===== config.mk =====
export PLATFORM = sky130hd
export DESIGN_NAME = beat_player_ctrl_flat
export DESIGN_NICKNAME = d
export VERILOG_FILES = /design/src/rtl/beat_player_ctrl_if.sv /design/src/rtl/beat_player_ctrl.sv /design/src/flat_wrapper.sv
export SDC_FILE = /design/constraint.sdc
export NUM_CORES = 1
export LEC_CHECK = 0
export BUFFER_PORTS_ARGS = -buffer_cell sky130_fd_sc_hd__buf_2
export CORE_ASPECT_RATIO = 0.9
export CORE_MARGIN = 10
export CORE_UTILIZATION = 63
export CTS_CLUSTER_DIAMETER = 200
export DETAILED_ROUTE_END_ITERATION = 8
export HOLD_SLACK_MARGIN = 0.15
export PLACE_DENSITY = 0.94
export RECOVER_POWER = 25
export SYNTH_ARGS = -nofsm -noshare
export SYNTH_HDL_FRONTEND = slang
export SYNTH_SLANG_ARGS = --single-unit

===== constraint.sdc =====
create_clock -name clk -period 7.4 [get_ports clk]
set_clock_uncertainty 0.1 [all_clocks]
set_input_delay 2.22 -clock clk [delete_from_list [all_inputs] [get_ports clk]]
set_output_delay 2.22 -clock clk [all_outputs]
set_load 0.01 [all_outputs]

===== src/rtl/beat_player_ctrl_if.sv =====
// Control and status bundle between the player front end and the beat sequencer.
// The front end drives commands and song parameters; the sequencer returns beat status.
interface beat_player_ctrl_if #(
  parameter int unsigned BEAT_W = 8,
  parameter int unsigned DIV_W  = 24
);
  logic              play;
  logic              pause;
  logic              stop;
  logic              loop;
  logic [BEAT_W-1:0] song_len;
  logic [DIV_W-1:0]  tempo_div;
  logic [BEAT_W-1:0] ibeat;
  logic              beat_strobe;
  logic              playing;
  logic              paused;
  logic              done;

  modport master (
    output play, pause, stop, loop, song_len, tempo_div,
    input  ibeat, beat_strobe, playing, paused, done
  );

  modport slave (
    input  play, pause, stop, loop, song_len, tempo_div,
    output ibeat, beat_strobe, playing, paused, done
  );
endinterface


===== src/rtl/beat_player_ctrl.sv =====
// Beat sequencer: programmable tempo divider, play/pause/stop control, optional looping
// and end-of-song signalling. Produces the beat index for the note ROM and tone generators.
module beat_player_ctrl #(
  parameter int unsigned BEAT_W = 8,
  parameter int unsigned DIV_W  = 24
) (
  input  logic               clk,
  input  logic               rst,
  beat_player_ctrl_if.slave  bus
);

  typedef enum logic [1:0] {
    IDLE  = 2'd0,
    PLAY  = 2'd1,
    PAUSE = 2'd2
  } state_t;

  state_t            state, state_n;
  logic [BEAT_W-1:0] ibeat_q, ibeat_n;
  logic [BEAT_W-1:0] len_q, len_n;
  logic [DIV_W-1:0]  div_q, div_n;
  logic [DIV_W-1:0]  div_cnt, div_cnt_n;
  logic              strobe_q, strobe_n;
  logic              done_q, done_n;
  logic              playing_q, paused_q;
  logic              tick;
  logic              last_beat;

  assign tick      = (div_cnt == div_q);
  assign last_beat = (ibeat_q == BEAT_W'(len_q - BEAT_W'(1)));

  // State and datapath registers; status flags track the next state so they stay registered.
  always_ff @(posedge clk or posedge rst) begin
    if (rst) begin
      state     <= IDLE;
      ibeat_q   <= '0;
      len_q     <= '0;
      div_q     <= '0;
      div_cnt   <= '0;
      strobe_q  <= 1'b0;
      done_q    <= 1'b0;
      playing_q <= 1'b0;
      paused_q  <= 1'b0;
    end else begin
      state     <= state_n;
      ibeat_q   <= ibeat_n;
      len_q     <= len_n;
      div_q     <= div_n;
      div_cnt   <= div_cnt_n;
      strobe_q  <= strobe_n;
      done_q    <= done_n;
      playing_q <= (state_n == PLAY);
      paused_q  <= (state_n == PAUSE);
    end
  end

  // Command decode with stop > play > pause priority, then free-running beat advance.
  always_comb begin
    state_n   = state;
    ibeat_n   = ibeat_q;
    len_n     = len_q;
    div_n     = div_q;
    div_cnt_n = div_cnt;
    strobe_n  = 1'b0;
    done_n    = 1'b0;

    if (bus.stop) begin
      state_n   = IDLE;
      ibeat_n   = '0;
      div_cnt_n = '0;
    end else if (bus.play) begin
      if (state == PAUSE) begin
        state_n = PLAY;
      end else if (bus.song_len != '0) begin
        state_n   = PLAY;
        len_n     = bus.song_len;
        div_n     = bus.tempo_div;
        ibeat_n   = '0;
        div_cnt_n = '0;
        strobe_n  = 1'b1;
      end else if (state == PLAY) begin
        // Zero-length start while playing behaves as stop.
        state_n   = IDLE;
        ibeat_n   = '0;
        div_cnt_n = '0;
      end
    end else if (bus.pause) begin
      if (state == PLAY) begin
        state_n = PAUSE;
      end else if (state == PAUSE) begin
        state_n = PLAY;
      end
    end else if (state == PLAY) begin
      if (!tick) begin
        div_cnt_n = div_cnt + DIV_W'(1);
      end else begin
        div_cnt_n = '0;
        if (!last_beat) begin
          ibeat_n  = ibeat_q + BEAT_W'(1);
          strobe_n = 1'b1;
        end else if (bus.loop) begin
          ibeat_n  = '0;
          strobe_n = 1'b1;
          done_n   = 1'b1;
        end else begin
          // Park on the end marker (== song length) until the next command.
          ibeat_n = len_q;
          done_n  = 1'b1;
          state_n = IDLE;
        end
      end
    end
  end

  assign bus.ibeat       = ibeat_q;
  assign bus.beat_strobe = strobe_q;
  assign bus.playing     = playing_q;
  assign bus.paused      = paused_q;
  assign bus.done        = done_q;

endmodule


===== src/flat_wrapper.sv =====
// flat-port wrapper written by rule: the top's interface ports become plain ports
module beat_player_ctrl_flat 
#(
  parameter int unsigned BEAT_W = 8,
  parameter int unsigned DIV_W  = 24
)
  (clk, rst, bus_play, bus_pause, bus_stop, bus_loop, bus_song_len, bus_tempo_div, bus_ibeat, bus_beat_strobe, bus_playing, bus_paused, bus_done);
  beat_player_ctrl_if #(.BEAT_W(BEAT_W), .DIV_W(DIV_W)) bus_i ();
  input  logic clk;
  input  logic rst;
  input wire logic [$bits(bus_i.play)-1:0] bus_play;
  input wire logic [$bits(bus_i.pause)-1:0] bus_pause;
  input wire logic [$bits(bus_i.stop)-1:0] bus_stop;
  input wire logic [$bits(bus_i.loop)-1:0] bus_loop;
  input wire logic [$bits(bus_i.song_len)-1:0] bus_song_len;
  input wire logic [$bits(bus_i.tempo_div)-1:0] bus_tempo_div;
  output wire logic [$bits(bus_i.ibeat)-1:0] bus_ibeat;
  output wire logic [$bits(bus_i.beat_strobe)-1:0] bus_beat_strobe;
  output wire logic [$bits(bus_i.playing)-1:0] bus_playing;
  output wire logic [$bits(bus_i.paused)-1:0] bus_paused;
  output wire logic [$bits(bus_i.done)-1:0] bus_done;
  assign bus_i.play = bus_play;
  assign bus_i.pause = bus_pause;
  assign bus_i.stop = bus_stop;
  assign bus_i.loop = bus_loop;
  assign bus_i.song_len = bus_song_len;
  assign bus_i.tempo_div = bus_tempo_div;
  assign bus_ibeat = bus_i.ibeat;
  assign bus_beat_strobe = bus_i.beat_strobe;
  assign bus_playing = bus_i.playing;
  assign bus_paused = bus_i.paused;
  assign bus_done = bus_i.done;
  beat_player_ctrl #(.BEAT_W(BEAT_W), .DIV_W(DIV_W)) u_core (.clk(clk), .rst(rst), .bus(bus_i));
endmodule

==> flow_metrics.tcl, run 1 <==
set metrics [dict create \
    core_area_um2 6081 \
    tns_ns 0 \
    status "completed" \
    grt_first_pass_wirelength_um 14390 \
    area_growth_pct 11.84 \
    ctsHoldBuffers 0 \
    grt_max_degree 71 \
    timing.final.crit_share_pct 54.97 \
    power.density_nw_per_um2 206.7 \
    wire_per_inst_um 17.91 \
    critical_path_required_ns 7.53 \
    antenna_found_initial 0 \
    ys_seq_area_share_pct 44.79 \
    path_common_cell "nand2_1" \
    gp_congestion 0.9063 \
    syn-num-nets 409 \
    dpl.hpwl_um 6373 \
    drt_iter0_markers 337 \
    gr-total-overflow 0 \
    async_flop_share_pct 100.0 \
    dr.pass1.iters 5 \
    cts_root_buffer "clkbuf_8" \
    synthDistinctLibCells 58 \
    crit_arrival_ns 4.20 \
    end_kind "register" \
    layout_min_cycle_time_ns 4.068 \
    nets 457 \
    ys_dominant_reg_cell "dfrtp_1" \
    cts_resized 0 \
    cts_buffers 9 \
    fp.dieH_um 94.75 \
    hold_viol_final 0 \
    holdWs_ns 0.4362 \
    synth-seq-cells 70 \
    drtAntennaViolNets 0 \
    hold_start "u_core.div_q[12]" \
    totalWireLength_um 8828 \
    drt-vias-per-instance 6.114 \
    final-setup-viol-count 0 \
    start_util_pct 64.32 \
    synth_cells 368 \
    synth_area_um2 3911 \
    max_stage_delay_ns 0.90 \
    crit_start "bus_play" \
    rsz0062_at_grt "false" \
    synth.avg_cell_area_um2 10.63 \
    slowest_stage "a21boi_2" \
    synth_edf_count 0 \
    fmax_mhz 245.8 \
    critPathLaunchType "input port" \
    drive_gt1_share_pct 26.84 \
    grt_use_total_pct 18.64 \
    cap_violations 0 \
    p_leak_nw 1.860 \
    slew-limit-headroom_pct 24.06 \
    antenna_cells 0 \
    dieArea_um2 9764 \
    vias 3014 \
    ctsHtreeMaxLevel 3 \
    layout_common_cells "dfrtp_1 (70), buf_2 (49), xnor2_1 (34), nand2_1 (34), nor2_1 (33)" \
    pin_count 50 \
    portBuffers 49 \
    vdd_drop_max_mv 0.2289 \
    final_common_cell "dfrtp_1" \
    clockBufferDepth 2 \
    hold_class "reg2reg" \
    crit_fanout 25 \
    cts_tree "done" \
    num_rows 27 \
    drc 0 \
    ys_warn_count 0 \
    tightest_slew_ns 1.133 \
    grt_pass1_vias 2999 \
    critPathKind "in2reg" \
    final-max-slew-violation-count 0 \
    clk-insertion-delay-late_ns 0.35 \
    cp_cell_sequence "buf_2 > nand2b_1 > a31oi_1 > nand2_1 > a21boi_2 > o32a_1 > nand2_1" \
    path_clk_slew_ns 0.07 \
    clock_sinks 70 \
    r2r-start "u_core.len_q[0]" \
    post_cts_buffers 0 \
    fp.dieW_um 103.1 \
]
==> per-stage QoR <==
stage               worst slack, ns  power [mW]  std cells  cell area, µm²  util [%]
global route                  3.188      0.9452        493            4374     71.93
global placement              3.139      0.5857        477            4173     68.62
detailed placement            2.993      0.5944        477            4173     68.62
finish                        3.332      0.9043        493            4374     71.93
CTS                           3.356      0.9071        493            4374     71.93
floorplan                     3.312      0.5533        368            3911         -
==> logic make-up after synthesis <==
| group | synth area share, % |
|---|---|
| adder cells (fa/ha/maj) | 0.9598 |
| multiplexers | 10.04 |
| AND/OR/NAND/NOR | 19.64 |
| XOR/XNOR | 12.73 |
| buffers and inverters | 3.007 |
| flip-flops | 44.79 |
| AO/OA/AOI/OAI | 8.830 |
==> sequential cells by signal, summed over array words and instances (netlist names) <==
name,flops
u_core.div_cnt,24
u_core.div_q,24
u_core.bus.ibeat,8
u_core.len_q,8
u_core.state,2
u_core.bus.beat_strobe,1
u_core.bus.done,1
u_core.bus.paused,1
u_core.bus.playing,1
==> worst max-delay path: cells and delay by family <==
| family | cells | cell delay, ns |
|---|---|---|
| simple gates | 3 | 0.41 |
| compound gates | 3 | 1.39 |
| buf+inv | 1 | 0.17 |
==> layer usage <==
metal	up-vias	track usage (%)	share of wire [%]
met4	0	6.944	1.8
met5	-	0	0
met1	1471	24.03	44
met3	20	7.226	8.3
met2	133	27.81	46
li1	1390	-	-
==> synth_stat cells (3+ instances only) <==
cell type   n  area, µm²
or2_2       4      25.02
ha_1        3      37.54
nand2b_1    5      31.28
xnor2_1    34      297.8
dfrtp_1    70       1752
and3_1      8      50.05
nand4_1    15      93.84
nor2_1     34      127.6
buf_2       7      35.03
nand3_1     7      35.03
mux2i_1     4      40.04
o21ai_0     3      15.01
xor2_1     21      183.9
nand2_1    34      127.6
mux2_2     30      337.8
buf_6       4      45.04
nor2b_1     4      25.02
a31oi_1     3      18.77
a22o_1      3      26.28
nor4_1      3      18.77
a211o_1     6      52.55
nor3b_1     6      45.04
inv_1       7      26.28
a22oi_1     5      37.54
a21oi_1     6      30.03
==> layout make-up <==
| class | count | area, µm² |
|---|---|---|
| clock buffers | 13 | 158.9 |
| clock inverters | 3 | 42.54 |
| fillers | 419 | 1707 |
| inverters | 7 | 26.28 |
| multi-input cells | 277 | 2044 |
| flip-flops and latches | 70 | 1752 |
| well taps | 72 | 90.09 |
| repair buffers | 51 | 260.3 |
==> path summary, 6_finish.rpt <==
check,cells past startpoint,slack [ns],end
worst min-delay path,1,0.44,u_core.div_q[12]
worst max-delay path,7,3.33,u_core.bus.ibeat[2]
worst min register to register,1,0.44,u_core.div_q[12]
worst max register to register,9,4.40,u_core.bus.ibeat[1]
min in group asynchronous,3,2.01,u_core.div_q[22]
max in group asynchronous,3,4.61,u_core.bus.playing
==> report_power, final <==
group / leakage (nW) / total (mW) / internal, mW / switching (mW)
registers: 0.903 / 0.449 / 0.413 / 0.0361
clock network: 0.0996 / 0.314 / 0.174 / 0.140
logic: 0.858 / 0.142 / 0.0694 / 0.0722
No activity file was read; power rests on OpenSTA's default activity.
==> run 2, diff against run 1 <==
Settings changed: ABC_AREA set to 1, CORE_UTILIZATION 63 to 59, PLACE_DENSITY 0.94 to 0.89.
Clock period 7.4 ns to 4.2 ns, I/O delays scaled along.
==> run 2 against run 1 <==
- worst setup slack worse by 1.8 ns
- die area grew 10%
- final cell count increased by 36%
- routed wire length grew 14%
- clock power rose by 100%
- flip-flop and latch count stayed put
- non-clock buffer count up 2
- utilization decreased by 1.4 points
- worst hold slack worse by 0.0041 ns
- clock-buffer cell count is the same
- total power grew 83%
==> flow_metrics.tcl, run 2 <==
set metrics [dict create \
    status "completed" \
    totalWireLength_um 10070 \
    grt_max_degree 41 \
    synthDistinctLibCells 35 \
    nets 617 \
    top_regs "u_core.div_cnt: 24 flops, u_core.div_q: 24 flops" \
    route.met3.wl_um 843 \
    start_util_pct 61.93 \
    power.density_nw_per_um2 351.6 \
    post_cts_buffers 0 \
    antenna_found_initial 0 \
    synth_cells 520 \
    holdWs_ns 0.4320 \
    final-max-slew-violation-count 0 \
    timing.final.crit_share_pct 64.01 \
    area_growth_pct 13.86 \
    critPathKind "in2reg" \
    synth_edf_count 0 \
    grt_pass1_vias 3594 \
    grt_use_total_pct 19.32 \
    vias 3632 \
    grt_first_pass_wirelength_um 16640 \
    dpl.hpwl_um 7517 \
    ys_warn_count 0 \
    fill_cells 516 \
    wire_per_inst_um 15.01 \
    clockBufferDepth 2 \
    drc 0 \
    async_flop_share_pct 100.0 \
    drtAntennaViolNets 0 \
    cap_violations 0 \
    gp_congestion 0.9262 \
    hold_class "reg2reg" \
    dpl_cell_area_um2 4484 \
    hold_viol_final 0 \
    clock_sinks 70 \
    syn-num-nets 561 \
    synth-seq-cells 70 \
    num_rows 28 \
    synth.avg_cell_area_um2 7.969 \
    ys_seq_area_share_pct 42.27 \
    drt_iter0_markers 235 \
    tns_ns 0 \
    pin_count 50 \
    fin_area_um2 4718 \
    cts_buffers 9 \
    crit_arrival_ns 2.82 \
    cts_resized 0 \
    fmax_mhz 372.0 \
    final-setup-viol-count 0 \
    synth_area_um2 4144 \
    clk-insertion-delay-late_ns 0.35 \
    drive_gt1_share_pct 22.72 \
    layout_min_cycle_time_ns 2.688 \
    gr-total-overflow 0 \
    critPathLaunchType "input port" \
    highest_layer "met4" \
    antenna_cells 0 \
    ys_dominant_reg_cell "dfrtp_1" \
    synth_commonest_cells "nand2_1 (112), dfrtp_1 (70), inv_1 (64), nor2_1 (60), xor2_1 (29)" \
    vdd_drop_max_mv 0.2417 \
    synth_top_area_cell "dfrtp_1" \
    p_leak_nw 2.334 \
    r2r_slack_ns 1.97 \
    path_clk_slew_ns 0.07 \
    synth.most_common_cell "nand2_1" \
    crit_fanout 18 \
    drt-vias-per-instance 5.413 \
    wl_met2_um 4706 \
    end_kind "register" \
    synth_area_leaders "dfrtp_1 (42%), nand2_1 (10%), xor2_1 (6.1%), inv_1 (5.8%), nor2_1 (5.4%)" \
    portBuffers 49 \
    cts_tree "done" \
    final_common_cell "nand2_1" \
    critical_path_required_ns 4.33 \
    synth_top_area_share_pct 42.27 \
    cts_root_buffer "clkbuf_8" \
    rsz0062_at_grt "false" \
    met1_length_um 4277 \
    slew-limit-headroom_pct 2.670 \
    ctsHoldBuffers 0 \
    core_area_um2 6691 \
    fp.dieW_um 108.3 \
    fp.dieH_um 99.51 \
    tightest_slew_ns 1.458 \
    dieArea_um2 10780 \
    layout_common_cells "nand2_1 (112), dfrtp_1 (70), inv_1 (64), nor2_1 (60), buf_2 (49)" \
    power_mw 1.659 \
    dr.pass1.iters 5 \
    ctsHtreeMaxLevel 3 \
    fin_util_pct 70.51 \
]
-- run 2: cell types whose count changed in the layout (fill, tap and decap cells not counted), moves of 9 or more --
cell,delta
nand2_1,+78
inv_1,+57
xnor2_1,-31
nor2_1,+27
o21ai_0,+22
nand3_1,+19
a21oi_1,+14
mux2_2,-13
nor2_2,+12
nor3_1,+11
o21ai_1,+11
inv_2,+9
nand4_1,-9
-- run 2: kinds of logic (layout without fill, tap and decap cells) --
group | after synthesis | in the layout | share of synthesized area (%)
AOI/OAI and AO/OA | 60 | 60 | 7.579
xor gates and xnor gates | 32 | 32 | 6.763
adders and majority gates | 3 | 3 | 0.9059
buffers and inverters | 83 | 144 | 8.424
DFF | 70 | 70 | 42.27
muxes | 17 | 17 | 4.619
and+or+nand+nor | 255 | 255 | 29.44
-- run 2: path summary, 6_finish.rpt --
| path | start | end | depth (start not counted) |
|---|---|---|---|
| max in group asynchronous | rst | u_core.div_q[20] | 3 |
| worst max register to register | u_core.len_q[0] | u_core.bus.beat_strobe | 12 |
| worst max-delay path | bus_song_len[7] | u_core.div_q[12] | 8 |
| worst min register to register | u_core.div_q[6] | u_core.div_q[6] | 1 |
| worst min-delay path | u_core.div_q[6] | u_core.div_q[6] | 1 |
| min in group asynchronous | rst | u_core.len_q[6] | 2 |
-- run 2: critical path, stage by stage --
cell,delay [ns]
buf_2,0.09
inv_1,0.06
nand4_1,0.11
nor2_2,0.22
nor2_1,0.07
nand2_1,0.43
buf_12,0.23
mux2_2,0.35
-- run 2: layer usage --
metal | GRT usage [%] | up-vias
met5 | 0 | -
met4 | 8.004 | 0
met3 | 6.065 | 21
met2 | 30.10 | 150
met1 | 24.25 | 1695
li1 | - | 1766
-- run 2: cell type report --
type,count,area [µm²],area share [%]
clock buffer,13,168.9,3.580
clock inverter,3,65.06,1.379
inverter,75,289.0,6.126
multi-input combinational,367,2043,43.30
sequential,70,1752,37.13
tap,90,112.6,2.387
timing repair buffer,53,287.8,6.099
-- run 2: stage by stage --
step	std cells	worst slack [ns]
2_1_floorplan	520	1.072
3_3_place_gp	655	1.199
3_5_place_dp	655	1.135
4_1_cts	671	1.514
5_1_grt	671	1.391
6_report	671	1.512
-- run 2: power by group --
| group | total (mW) | internal [mW] | switching, mW |
|---|---|---|---|
| clock network | 0.635 | 0.382 | 0.252 |
| registers | 0.772 | 0.726 | 0.0461 |
| logic | 0.252 | 0.104 | 0.148 |
| total | 1.66 | 1.21 | 0.446 |
